$ cat config.mk
export PLATFORM = sky130hd
export DESIGN_NAME = trading_system
export DESIGN_NICKNAME = d
export VERILOG_FILES = /design/src/rtl/trading_pkg.sv /design/src/rtl/udp_order_sniffer.sv /design/src/rtl/trading_system.sv
export SDC_FILE = /design/constraint.sdc
export NUM_CORES = 1
export LEC_CHECK = 0
export ABC_AREA = 0
export CORE_MARGIN = 3
export CORE_UTILIZATION = 55
export CTS_CLUSTER_DIAMETER = 40
export DETAILED_ROUTE_END_ITERATION = 16
export PLACE_DENSITY = 0.76
export SKIP_CTS_REPAIR_TIMING = 1
export SYNTH_ARGS = -nofsm -noshare
export SYNTH_HDL_FRONTEND = slang
export SYNTH_SLANG_ARGS = --single-unit
$ cat constraint.sdc
create_clock -name clk_udp -period 6.7 [get_ports clk_udp]
set_clock_uncertainty 0.05 [all_clocks]
set_input_delay 0.67 -clock clk_udp [delete_from_list [all_inputs] [get_ports clk_udp]]
set_output_delay 0.67 -clock clk_udp [all_outputs]
set_load 0.03 [all_outputs]
$ cat src/rtl/trading_pkg.sv
// Shared constants, order layout and engine state for the UDP order path.
package trading_pkg;

    localparam int unsigned HEADER_LEN  = 42;
    localparam int unsigned PAYLOAD_LEN = 4;
    localparam int unsigned FRAME_LEN   = HEADER_LEN + PAYLOAD_LEN;
    localparam int unsigned CNT_W       = 6;
    localparam int unsigned BYTE_W      = 8;
    localparam int unsigned WORD_W      = 32;
    localparam int unsigned PRICE_W     = 16;
    localparam int unsigned QTY_W       = 14;

    localparam int unsigned PRICE_MSB = 31;
    localparam int unsigned PRICE_LSB = 16;
    localparam int unsigned BUY_BIT   = 15;
    localparam int unsigned BOT_BIT   = 14;
    localparam int unsigned QTY_MSB   = 13;

    localparam int unsigned QTY_MAX = 16383;

    typedef struct packed {
        logic [PRICE_W-1:0] price;
        logic               is_buy;
        logic               is_bot;
        logic [QTY_W-1:0]   qty;
    } order_t;

    typedef enum logic {
        ST_IDLE  = 1'b0,
        ST_MATCH = 1'b1
    } state_t;

    function automatic logic [QTY_W-1:0] qty_min(input logic [QTY_W-1:0] a,
                                                 input logic [QTY_W-1:0] b);
        return (a < b) ? a : b;
    endfunction

    // Equal-price joins saturate instead of wrapping the resting quantity.
    function automatic logic [QTY_W-1:0] qty_sat_add(input logic [QTY_W-1:0] a,
                                                     input logic [QTY_W-1:0] b);
        logic [QTY_W:0] sum;
        sum = {1'b0, a} + {1'b0, b};
        return sum[QTY_W] ? QTY_W'(QTY_MAX) : sum[QTY_W-1:0];
    endfunction

endpackage

$ cat src/rtl/udp_order_sniffer.sv
// Skips the Ethernet/IP/UDP header and assembles the big-endian order word.
// STRICT_LENGTH_EN: when defined, only frames of exactly FRAME_LEN bytes are released.
module udp_order_sniffer
    import trading_pkg::*;
(
    input  logic              clk,
    input  logic              rst,
    input  logic [BYTE_W-1:0] tdata,
    input  logic              tvalid,
    input  logic              tlast,
    output logic              order_valid,
    output order_t            order_data
);

    logic [CNT_W-1:0]  cnt;
    logic [WORD_W-1:0] word;
    logic [WORD_W-1:0] word_next;
    logic              in_payload;
    logic              len_ok;

    assign in_payload = (cnt >= CNT_W'(HEADER_LEN)) && (cnt < CNT_W'(FRAME_LEN));
    assign word_next  = in_payload ? {word[WORD_W-BYTE_W-1:0], tdata} : word;

`ifdef STRICT_LENGTH_EN
    assign len_ok = (cnt == CNT_W'(FRAME_LEN - 1));
`else
    assign len_ok = (cnt >= CNT_W'(FRAME_LEN - 1));
`endif

    // Same-cycle release so the engine registers the order on the edge after tlast.
    assign order_valid       = tvalid && tlast && len_ok;
    assign order_data.price  = word_next[PRICE_MSB:PRICE_LSB];
    assign order_data.is_buy = word_next[BUY_BIT];
    assign order_data.is_bot = word_next[BOT_BIT];
    assign order_data.qty    = word_next[QTY_MSB:0];

    always_ff @(posedge clk or posedge rst) begin
        if (rst) begin
            cnt  <= '0;
            word <= '0;
        end else if (tvalid) begin
            word <= word_next;
            if (tlast) begin
                cnt <= '0;
            end else if (cnt != {CNT_W{1'b1}}) begin
                cnt <= cnt + CNT_W'(1);
            end
        end
    end

endmodule

$ cat src/rtl/trading_system.sv
// UDP order front end plus one-level bid/ask matching engine.
// STRICT_LENGTH_EN (in udp_order_sniffer) restricts accepted frames to exactly 46 bytes.
module trading_system
    import trading_pkg::*;
(
    input  logic              clk_udp,
    input  logic              rst_udp,
    input  logic [BYTE_W-1:0] rx_axis_tdata,
    input  logic              rx_axis_tvalid,
    input  logic              rx_axis_tlast,
    output logic [WORD_W-1:0] trade_info,
    output logic              trade_valid,
    output logic              engine_busy,
    output logic [3:0]        leds
);

    state_t             state;
    order_t             ord;
    logic               order_valid;
    order_t             order_data;

    logic               bid_valid, ask_valid;
    logic [PRICE_W-1:0] bid_price, ask_price;
    logic [QTY_W-1:0]   bid_qty,   ask_qty;
    logic               led_order, led_trade;

    logic               nb_valid,  na_valid;
    logic [PRICE_W-1:0] nb_price,  na_price;
    logic [QTY_W-1:0]   nb_qty,    na_qty;
    logic               hit;
    logic [QTY_W-1:0]   fill;
    logic [QTY_W-1:0]   remain;
    logic [WORD_W-1:0]  fill_info;

    udp_order_sniffer u_sniffer (
        .clk         (clk_udp),
        .rst         (rst_udp),
        .tdata       (rx_axis_tdata),
        .tvalid      (rx_axis_tvalid),
        .tlast       (rx_axis_tlast),
        .order_valid (order_valid),
        .order_data  (order_data)
    );

    // Next book and fill for the order held in ord (used in MATCH only).
    always_comb begin
        nb_valid  = bid_valid;
        nb_price  = bid_price;
        nb_qty    = bid_qty;
        na_valid  = ask_valid;
        na_price  = ask_price;
        na_qty    = ask_qty;
        hit       = 1'b0;
        fill      = '0;
        remain    = '0;
        fill_info = '0;
        if (ord.qty != '0) begin
            if (ord.is_buy) begin
                hit = ask_valid && (ord.price >= ask_price);
                if (hit) begin
                    fill     = qty_min(ord.qty, ask_qty);
                    na_qty   = ask_qty - fill;
                    na_valid = (ask_qty != fill);
                end
                fill_info = {ask_price, 1'b1, ord.is_bot, fill};
                remain    = ord.qty - fill;
                if (remain != '0) begin
                    if (!bid_valid || ord.price > bid_price) begin
                        nb_valid = 1'b1;
                        nb_price = ord.price;
                        nb_qty   = remain;
                    end else if (ord.price == bid_price) begin
                        nb_qty = qty_sat_add(bid_qty, remain);
                    end
                end
            end else begin
                hit = bid_valid && (ord.price <= bid_price);
                if (hit) begin
                    fill     = qty_min(ord.qty, bid_qty);
                    nb_qty   = bid_qty - fill;
                    nb_valid = (bid_qty != fill);
                end
                fill_info = {bid_price, 1'b0, ord.is_bot, fill};
                remain    = ord.qty - fill;
                if (remain != '0) begin
                    if (!ask_valid || ord.price < ask_price) begin
                        na_valid = 1'b1;
                        na_price = ord.price;
                        na_qty   = remain;
                    end else if (ord.price == ask_price) begin
                        na_qty = qty_sat_add(ask_qty, remain);
                    end
                end
            end
        end
    end

    always_ff @(posedge clk_udp or posedge rst_udp) begin
        if (rst_udp) begin
            state       <= ST_IDLE;
            ord         <= '0;
            bid_valid   <= 1'b0;
            bid_price   <= '0;
            bid_qty     <= '0;
            ask_valid   <= 1'b0;
            ask_price   <= '0;
            ask_qty     <= '0;
            trade_info  <= '0;
            trade_valid <= 1'b0;
            engine_busy <= 1'b0;
            led_order   <= 1'b0;
            led_trade   <= 1'b0;
        end else begin
            trade_valid <= 1'b0;
            case (state)
                ST_IDLE: begin
                    if (order_valid) begin
                        ord         <= order_data;
                        state       <= ST_MATCH;
                        engine_busy <= 1'b1;
                        led_order   <= ~led_order;
                    end
                end
                ST_MATCH: begin
                    state       <= ST_IDLE;
                    engine_busy <= 1'b0;
                    bid_valid   <= nb_valid;
                    bid_price   <= nb_price;
                    bid_qty     <= nb_qty;
                    ask_valid   <= na_valid;
                    ask_price   <= na_price;
                    ask_qty     <= na_qty;
                    if (hit) begin
                        trade_valid <= 1'b1;
                        trade_info  <= fill_info;
                        led_trade   <= ~led_trade;
                    end
                end
                default: state <= ST_IDLE;
            endcase
        end
    end

    assign leds = {ask_valid, bid_valid, led_trade, led_order};

endmodule

==> results.toml, run 1 <==
[run_status]
status = "finished clean"

[synth]
avgSynthCellArea_um2 = 9.30
synth.most_common_cell = "dfrtp_1"
synthArstFlopShare_pct = 100
synth_cell_type_count = 72
syn_area_um2 = 13200
synth_seq_cells = 169
synth_top_area_share_pct = 32.2
synth_common_cells = "169 x dfrtp_1, 156 x a21oi_1, 145 x ha_1"
ys_seq_area_share_pct = 32.2
synth_edf_count = 0
synth_ff_type = "dfrtp_1"
netlist_top_cells_area = "dfrtp_1 32%, ha_1 14%, mux2_2 6.2%, a21oi_1 5.9%, mux2i_1 5.7%"
synth_fp_nets = 1577
syn_inst = 1414
synth_largest_area_cell = "dfrtp_1"
yosysWarnings = 0

[critical_path]
cp-startpoint = "ord[3]"
r2r_cells = 24
rr_startpoint = "ord[3]"
crit_top_cell = "ha_1"
crit_fanout = 8
end_kind = "register"
rrSetupSlack_ns = 0.34
cp_data_arrival_time_ns = 6.63
start_kind = "register"
rr_endpoint = "ask_qty[0]"
slowest_stage = "or4_1"
crit_chain = "ha_1 -> o211ai_1 -> or4_1 -> a32oi_4 -> mux2i_1 -> nand2_1 -> ha_1 -> nand2b_1 -> a21oi_1 -> or4_1 -> a31o_2 -> a21oi_2 -> xor2_2 -> inv_1 -> ha_1 -> a21oi_1 -> o21ai_0 -> nand2_1 -> o2111ai_1 -> a211oi_2 -> buf_4 -> a221o_1 -> o21ai_0 -> mux2_2"
critical_path_class = "reg2reg"
cp.required_ns = 6.97
crit_path_max_incr_delay_ns = 0.58

[worst_hold_path]
hold_start = "led_order"
hold_path_class = "reg2reg"
worstHoldEndpoint = "led_order"
whs_path_depth = 1

[detailed_routing]
drcViolationCount = 0
wl_mm = 38.4
drt-initial-drc-count = 1016
num_vias = 11500
firstDrtPassIters = 6
viasPerCell = 6.28
wl_per_cell_um = 21.0
drtAntennaViolNets = 0

[clock_network]
numCtsBuffers = 17
ctsHtreeMaxLevel = 4
cts_buffer_depth = 2
clock_latency_ns = 0.45
cts_root_buffer = "clkbuf_16"
cts.reportedPaths.clkPinSlew_ns = 0.08
cts_tree = "built"
cts_sinks = 169

[grt]
track_usage_pct = 29.8
grt_antenna_before_repair = 0
grt_pass1_wl_mm = 61.1
grt_pass1_vias = 11300
grt_max_degree = 71
grt-ovfl-total = 0

[sta]
finalHoldViolations = 0
max_slew_margin_pct = 28.3
finalMaxSlewViolations = 0
fmax_ghz = 0.157
tns_ns = 0
period_share_pct = 94.9
rsz0062_at_grt = "true"
fin_crit_ns = 6.36
setup_viol = 0
worst_slack_ns = 0.340
tightest_slew_ns = 1.06

[die]
die_y_um = 161
rows = 55
die_area_um2 = 25800
initial_core_util_pct = 57.0
core_area_um2 = 23100
ios = 50
die_x_um = 161

[pwr]
switchingPower_w = 0.000576
vdd.ir_drop.worst_mv = 0.157
p_seq_share_pct = 48.0
p_int_w = 0.00156
p_leak_nw = 7.27
p_per_area_nw_per_um2 = 141
pwr-share-clk_pct = 50.1
p_comb_share_pct = 1.9
swShare_pct = 27.0

[final_layout]
fin_nets = 1668
drive_gt1_share_pct = 15.6
synthToLayoutAreaGrowth_pct = 14.9
final_cells = 1832
fin_util_pct = 65.5
n_fill_cell = 1850

[run]
maxCapViolCount = 0

[placed_design]
gp_congestion = 1.03
hpwl_mm = 28.4
io_buffers = 49
place_inst = 1789
pre_cts_slack_ns = 0.334
## cells in the final DEF, fill, tap and decap left out, types with 9 or more instances in the layout
cell type and instances:
mux2i_1 75, xor2_1 28, or3_1 9, a211oi_1 13, ha_1 145, clkbuf_16 17, o21ai_0 57, o21a_1 31
nand4_1 20, nand2_1 62, xnor2_1 30, nor2b_1 13, clkdlybuf4s50_1 49, nor2_1 114, mux2_4 9, o221ai_1 26
dfrtp_1 166, nor3_1 18, inv_1 110, a21o_1 24, nand3_1 24, mux2_2 72, a21oi_1 152, nor4_1 10
buf_4 76, or2_2 18
## worst max-delay path: cells and delay by family (launching register included)
kind                     cells  cell delay, ns
adder cells (fa/ha/maj)      3            0.94
buffers and inverters        2            0.28
AND/OR/NAND/NOR              5            1.41
XOR/XNOR                     1            0.21
flip-flops                   1            0.56
multiplexers                 2            0.65
AO/OA/AOI/OAI               11            2.11
## state kept, by name, summed over array words and instances (netlist names)
name,count
ask_qty,14
engine_busy,1
ask_price,16
bid_price,16
ask_valid,1
u_sniffer.word,32
led_trade,1
bid_qty,14
ord,32
trade_info,32
led_order,1
u_sniffer.cnt,6
bid_valid,1
trade_valid,1
state,1
## cell type report
cell class | count | area (um^2) | area share (%)
Tap cell | 313 | 392 | 2.59
Timing Repair Buffer | 126 | 1070 | 7.05
Antenna cell | 1 | 2.50 | 0.0166
Inverter | 113 | 433 | 2.86
Clock buffer | 17 | 425 | 2.82
Multi-Input combinational cell | 1078 | 8340 | 55.2
Clock inverter | 15 | 220 | 1.46
Sequential cell | 169 | 4230 | 28.0
## metrics by stage
step	power, W	hold slack, ns	instance area, um^2
finish	0.00213	0.427	15100
global route	0.00219	0.445	15100
CTS	0.00215	0.428	15000
detailed placement	0.00109	0.410	14300
global placement	0.00109	0.404	14300
floorplan	0.00107	0.393	13200
## power by group through the flow
stage | registers (W) | clock network [W] | logic (W)
floorplan | 0.00104 | 0 | 0.0000238
global placement | 0.00105 | 0 | 0.0000406
detailed placement | 0.00105 | 0 | 0.0000417
CTS | 0.00103 | 0.00108 | 0.0000420
global route | 0.00103 | 0.00112 | 0.0000463
finish | 0.00103 | 0.00107 | 0.0000399
## worst max path at each step
stage,to,slack [ns]
2_1_floorplan,ask_qty[9],0.37
5_1_grt,bid_qty[6],-0.06
4_1_cts,bid_qty[1],0.23
3_5_place_dp,bid_qty[6],0.33
6_report,ask_qty[0],0.34
3_3_place_gp,bid_qty[4],0.29
## cells by family after synthesis
kind of cell	Yosys count	synth area share (%)
fa+ha+maj	151	14.7
mux	158	13.1
simple gates	318	11.6
compound gates	389	19.2
flops	169	32.2
xor+xnor	62	4.19
buf+inv	167	5.10
## layer usage
| layer | global-route usage, % | vias up | part of all wire, % |
|---|---|---|---|
| met5 | 0 | - | 0 |
| met2 | 47.3 | 492 | 46 |
| met1 | 41.7 | 5589 | 43 |
| li1 | - | 5327 | - |
| met3 | 4.95 | 98 | 8.4 |
| met4 | 9.55 | 0 | 3.0 |
No activity file was read; power rests on OpenSTA's default activity.
==> run 2: changes to the inputs <==
--- a/config.mk
+++ b/config.mk
@@ -14,4 +14,5 @@
 export SKIP_CTS_REPAIR_TIMING = 1
 export SYNTH_ARGS = -nofsm -noshare
 export SYNTH_HDL_FRONTEND = slang
+export SYNTH_HIERARCHICAL = 1
 export SYNTH_SLANG_ARGS = --single-unit
==> run 2 against run 1 <==
Synthesized area increased by 2.9%. Power increased by 1.7%. Routed wire length decreased by 2.1%. Synthesized cell count decreased by 0.14%. Largest power group unchanged. Worst setup slack got worse by 0.13 ns. Final area increased by 1.3%. Critical endpoint is now ask_qty[13]. Non-clock buffer count decreased by 19. Critical path depth increased by 1. Sequential power about the same. First-iteration DRC count decreased by 19%. Sequential share of layout area decreased by 0.37 points.
==> results.toml, run 2 <==
[synth]
synth_largest_area_cell = "dfrtp_1"
syn_area_um2 = 13500
synth-simple-area-share_pct = 12.7
synth_cell_type_count = 87
ys_seq_area_share_pct = 31.3
syn_inst = 1412
synth_fp_nets = 1574
synth_top_family_by_area = "compound AO/OA/AOI/OAI gates"
synthArstFlopShare_pct = 100
avgSynthCellArea_um2 = 9.58
netlist_top_cells_area = "dfrtp_1 31%, ha_1 13%, mux2_2 8.8%, a21oi_1 3.3%, o21ai_0 3.3%"
synth-xor-area-share_pct = 3.50
synth_fa_ha_area_share_pct = 14.2
synth_seq_cells = 169
synth_edf_count = 0
muxShareOfSynthArea_pct = 15.6
synth.most_common_cell = "dfrtp_1"
synth_compound_area_share_pct = 17.8
synth_ff_type = "dfrtp_1"
synth_common_cells = "169 x dfrtp_1, 144 x ha_1, 106 x mux2_2"
synth_top_area_share_pct = 31.3
yosysWarnings = 6

[sta]
rsz0062_at_grt = "false"
tightest_slew_ns = 1.17
fin_crit_ns = 6.49
period_share_pct = 96.9
max_slew_margin_pct = 21.7
setup_viol = 0
finalHoldViolations = 0
fmax_ghz = 0.154
finalMaxSlewViolations = 0
tns_ns = 0

[grt]
grt_pass1_wl_mm = 60.4
grt-ovfl-total = 0
grt.met1_usage_pct = 36.5
grtUsageMet2_pct = 49.6
track_usage_pct = 28.8
grt-busiest-layer = "met2"
use_met3_pct = 4.17
grt_max_degree = 72
grt_antenna_before_repair = 0
grt_pass1_vias = 11400

[detailed_routing]
viasPerCell = 6.24
drtAntennaViolNets = 0
wl_per_cell_um = 20.6
firstDrtPassIters = 5
num_vias = 11400
drt-initial-drc-count = 826
wl_mm = 37.6
drcViolationCount = 0

[critical_path]
r2r_cells = 25
crit_fanout = 7
cp.required_ns = 6.96
end_kind = "register"
rrSetupSlack_ns = 0.21
start_kind = "register"
rr_endpoint = "ask_qty[13]"
rr_startpoint = "ord[7]"
cp_data_arrival_time_ns = 6.75
critical_path_class = "reg2reg"

[pwr]
p_leak_nw = 7.40
switchingPower_w = 0.000552
p_comb_share_pct = 2.7
p_int_w = 0.00162
vdd.ir_drop.worst_mv = 0.164
p_per_area_nw_per_um2 = 142
swShare_pct = 25.5
total_power_w = 0.00217
pwr-share-clk_pct = 49.7
p_seq_share_pct = 47.7

[final_layout]
layout_common_cells = "168 x dfrtp_1, 144 x ha_1, 106 x mux2_2"
final_common_cell = "dfrtp_1"
top_regs = "ord x32, trade_info x32, u_sniffer/word x32"
fin_nets = 1651
antenna_cells = 0
synthToLayoutAreaGrowth_pct = 13.1
n_fill_cell = 1990
final_cells = 1821
drive_gt1_share_pct = 18.1
fin_area_um2 = 15300

[placed_design]
place_inst = 1789
hpwl_mm = 27.6
postPlaceCellArea_um2 = 14600
io_buffers = 49
gp_congestion = 1.01

[worst_hold_path]
worstHoldEndpoint = "led_order"
whs_path_depth = 1
hold_path_class = "reg2reg"
hold_start = "led_order"

[die]
ios = 50
initial_core_util_pct = 56.8
die_y_um = 163
die_x_um = 163
core_area_um2 = 23800
die_area_um2 = 26500
rows = 56

[clock_network]
clock_latency_ns = 0.45
cts_buffer_depth = 2
cts_sinks = 169
ctsHtreeMaxLevel = 4
cts.reportedPaths.clkPinSlew_ns = 0.07
cts_tree = "built"
numCtsBuffers = 17
cts_root_buffer = "clkbuf_16"

[run]
maxCapViolCount = 0

[run_status]
status = "finished clean"
-- run 2: cells by family after synthesis --
group | after synthesis
AO/OA/AOI/OAI | 365
AND/OR/NAND/NOR | 334
multiplexers | 187
flip-flops | 169
buffers and inverters | 153
adder cells (fa/ha/maj) | 150
XOR/XNOR | 54
-- run 2: worst max-delay path by stage --
stage	start	endpoint	cells after the start	slack, ns
floorplan	ord[9]	bid_qty[0]	25	0.30
global placement	ord[7]	ask_qty[13]	25	0.14
detailed placement	ord[28]	bid_qty[10]	22	0.04
CTS	ord[7]	ask_qty[13]	25	-0.12
global route	ask_qty[9]	bid_qty[10]	24	0.005
finish	ord[7]	ask_qty[13]	25	0.21
-- run 2: per-layer routing --
layer,part of all wire [%],routed length (um),vias to the layer above
li1,-,-,5313
met1,41,15600,5551
met2,49,18400,388
met3,5.4,2040,119
met4,4.0,1520,0
met5,0,0,-
-- run 2: critical path, cell delays in order, from the launching register on --
cell and delay [ns]:
dfrtp_1 0.43, buf_4 0.20, ha_1 0.31, a21o_1 0.16, a21oi_1 0.17, nand2_1 0.13
a2111oi_4 0.44, nor2_4 0.14, mux2i_1 0.18, or2_2 0.30, ha_1 0.29, a21o_1 0.21
or3_1 0.36, o211a_1 0.24, or3_1 0.34, and2_1 0.20, ha_1 0.22, a21o_1 0.18
or3_1 0.32, a21oi_2 0.16, o31ai_2 0.12, nor4b_1 0.29, nor3_1 0.09, or4_1 0.43
a32oi_1 0.26, mux2i_1 0.14
-- run 2: stage by stage --
step / worst slack, ns / hold WS (ns) / utilization, %
after floorplan: 0.299 / 0.374 / -
after global placement: 0.137 / 0.412 / 61.3
after detailed placement: 0.0383 / 0.415 / 61.3
after CTS: -0.123 / 0.427 / 63.9
after global routing: 0.00500 / 0.442 / 64.2
final: 0.207 / 0.422 / 64.2
-- run 2: final cells by class --
| type | instances | area (um^2) | share of cell area, % |
|---|---|---|---|
| Clock buffer | 17 | 425 | 2.78 |
| Tap cell | 319 | 399 | 2.61 |
| Sequential cell | 169 | 4230 | 27.6 |
| Clock inverter | 15 | 204 | 1.33 |
| Inverter | 104 | 395 | 2.58 |
| Multi-Input combinational cell | 1090 | 8730 | 57.0 |
| Timing Repair Buffer | 107 | 926 | 6.05 |
-- run 2: power groups by stage --
stage / logic (W) / registers, W / clock network, W
floorplan: 0.0000376 / 0.00105 / 0
global placement: 0.0000576 / 0.00105 / 0
detailed placement: 0.0000599 / 0.00105 / 0
CTS: 0.0000600 / 0.00103 / 0.00108
global route: 0.0000661 / 0.00104 / 0.00112
finish: 0.0000578 / 0.00103 / 0.00108
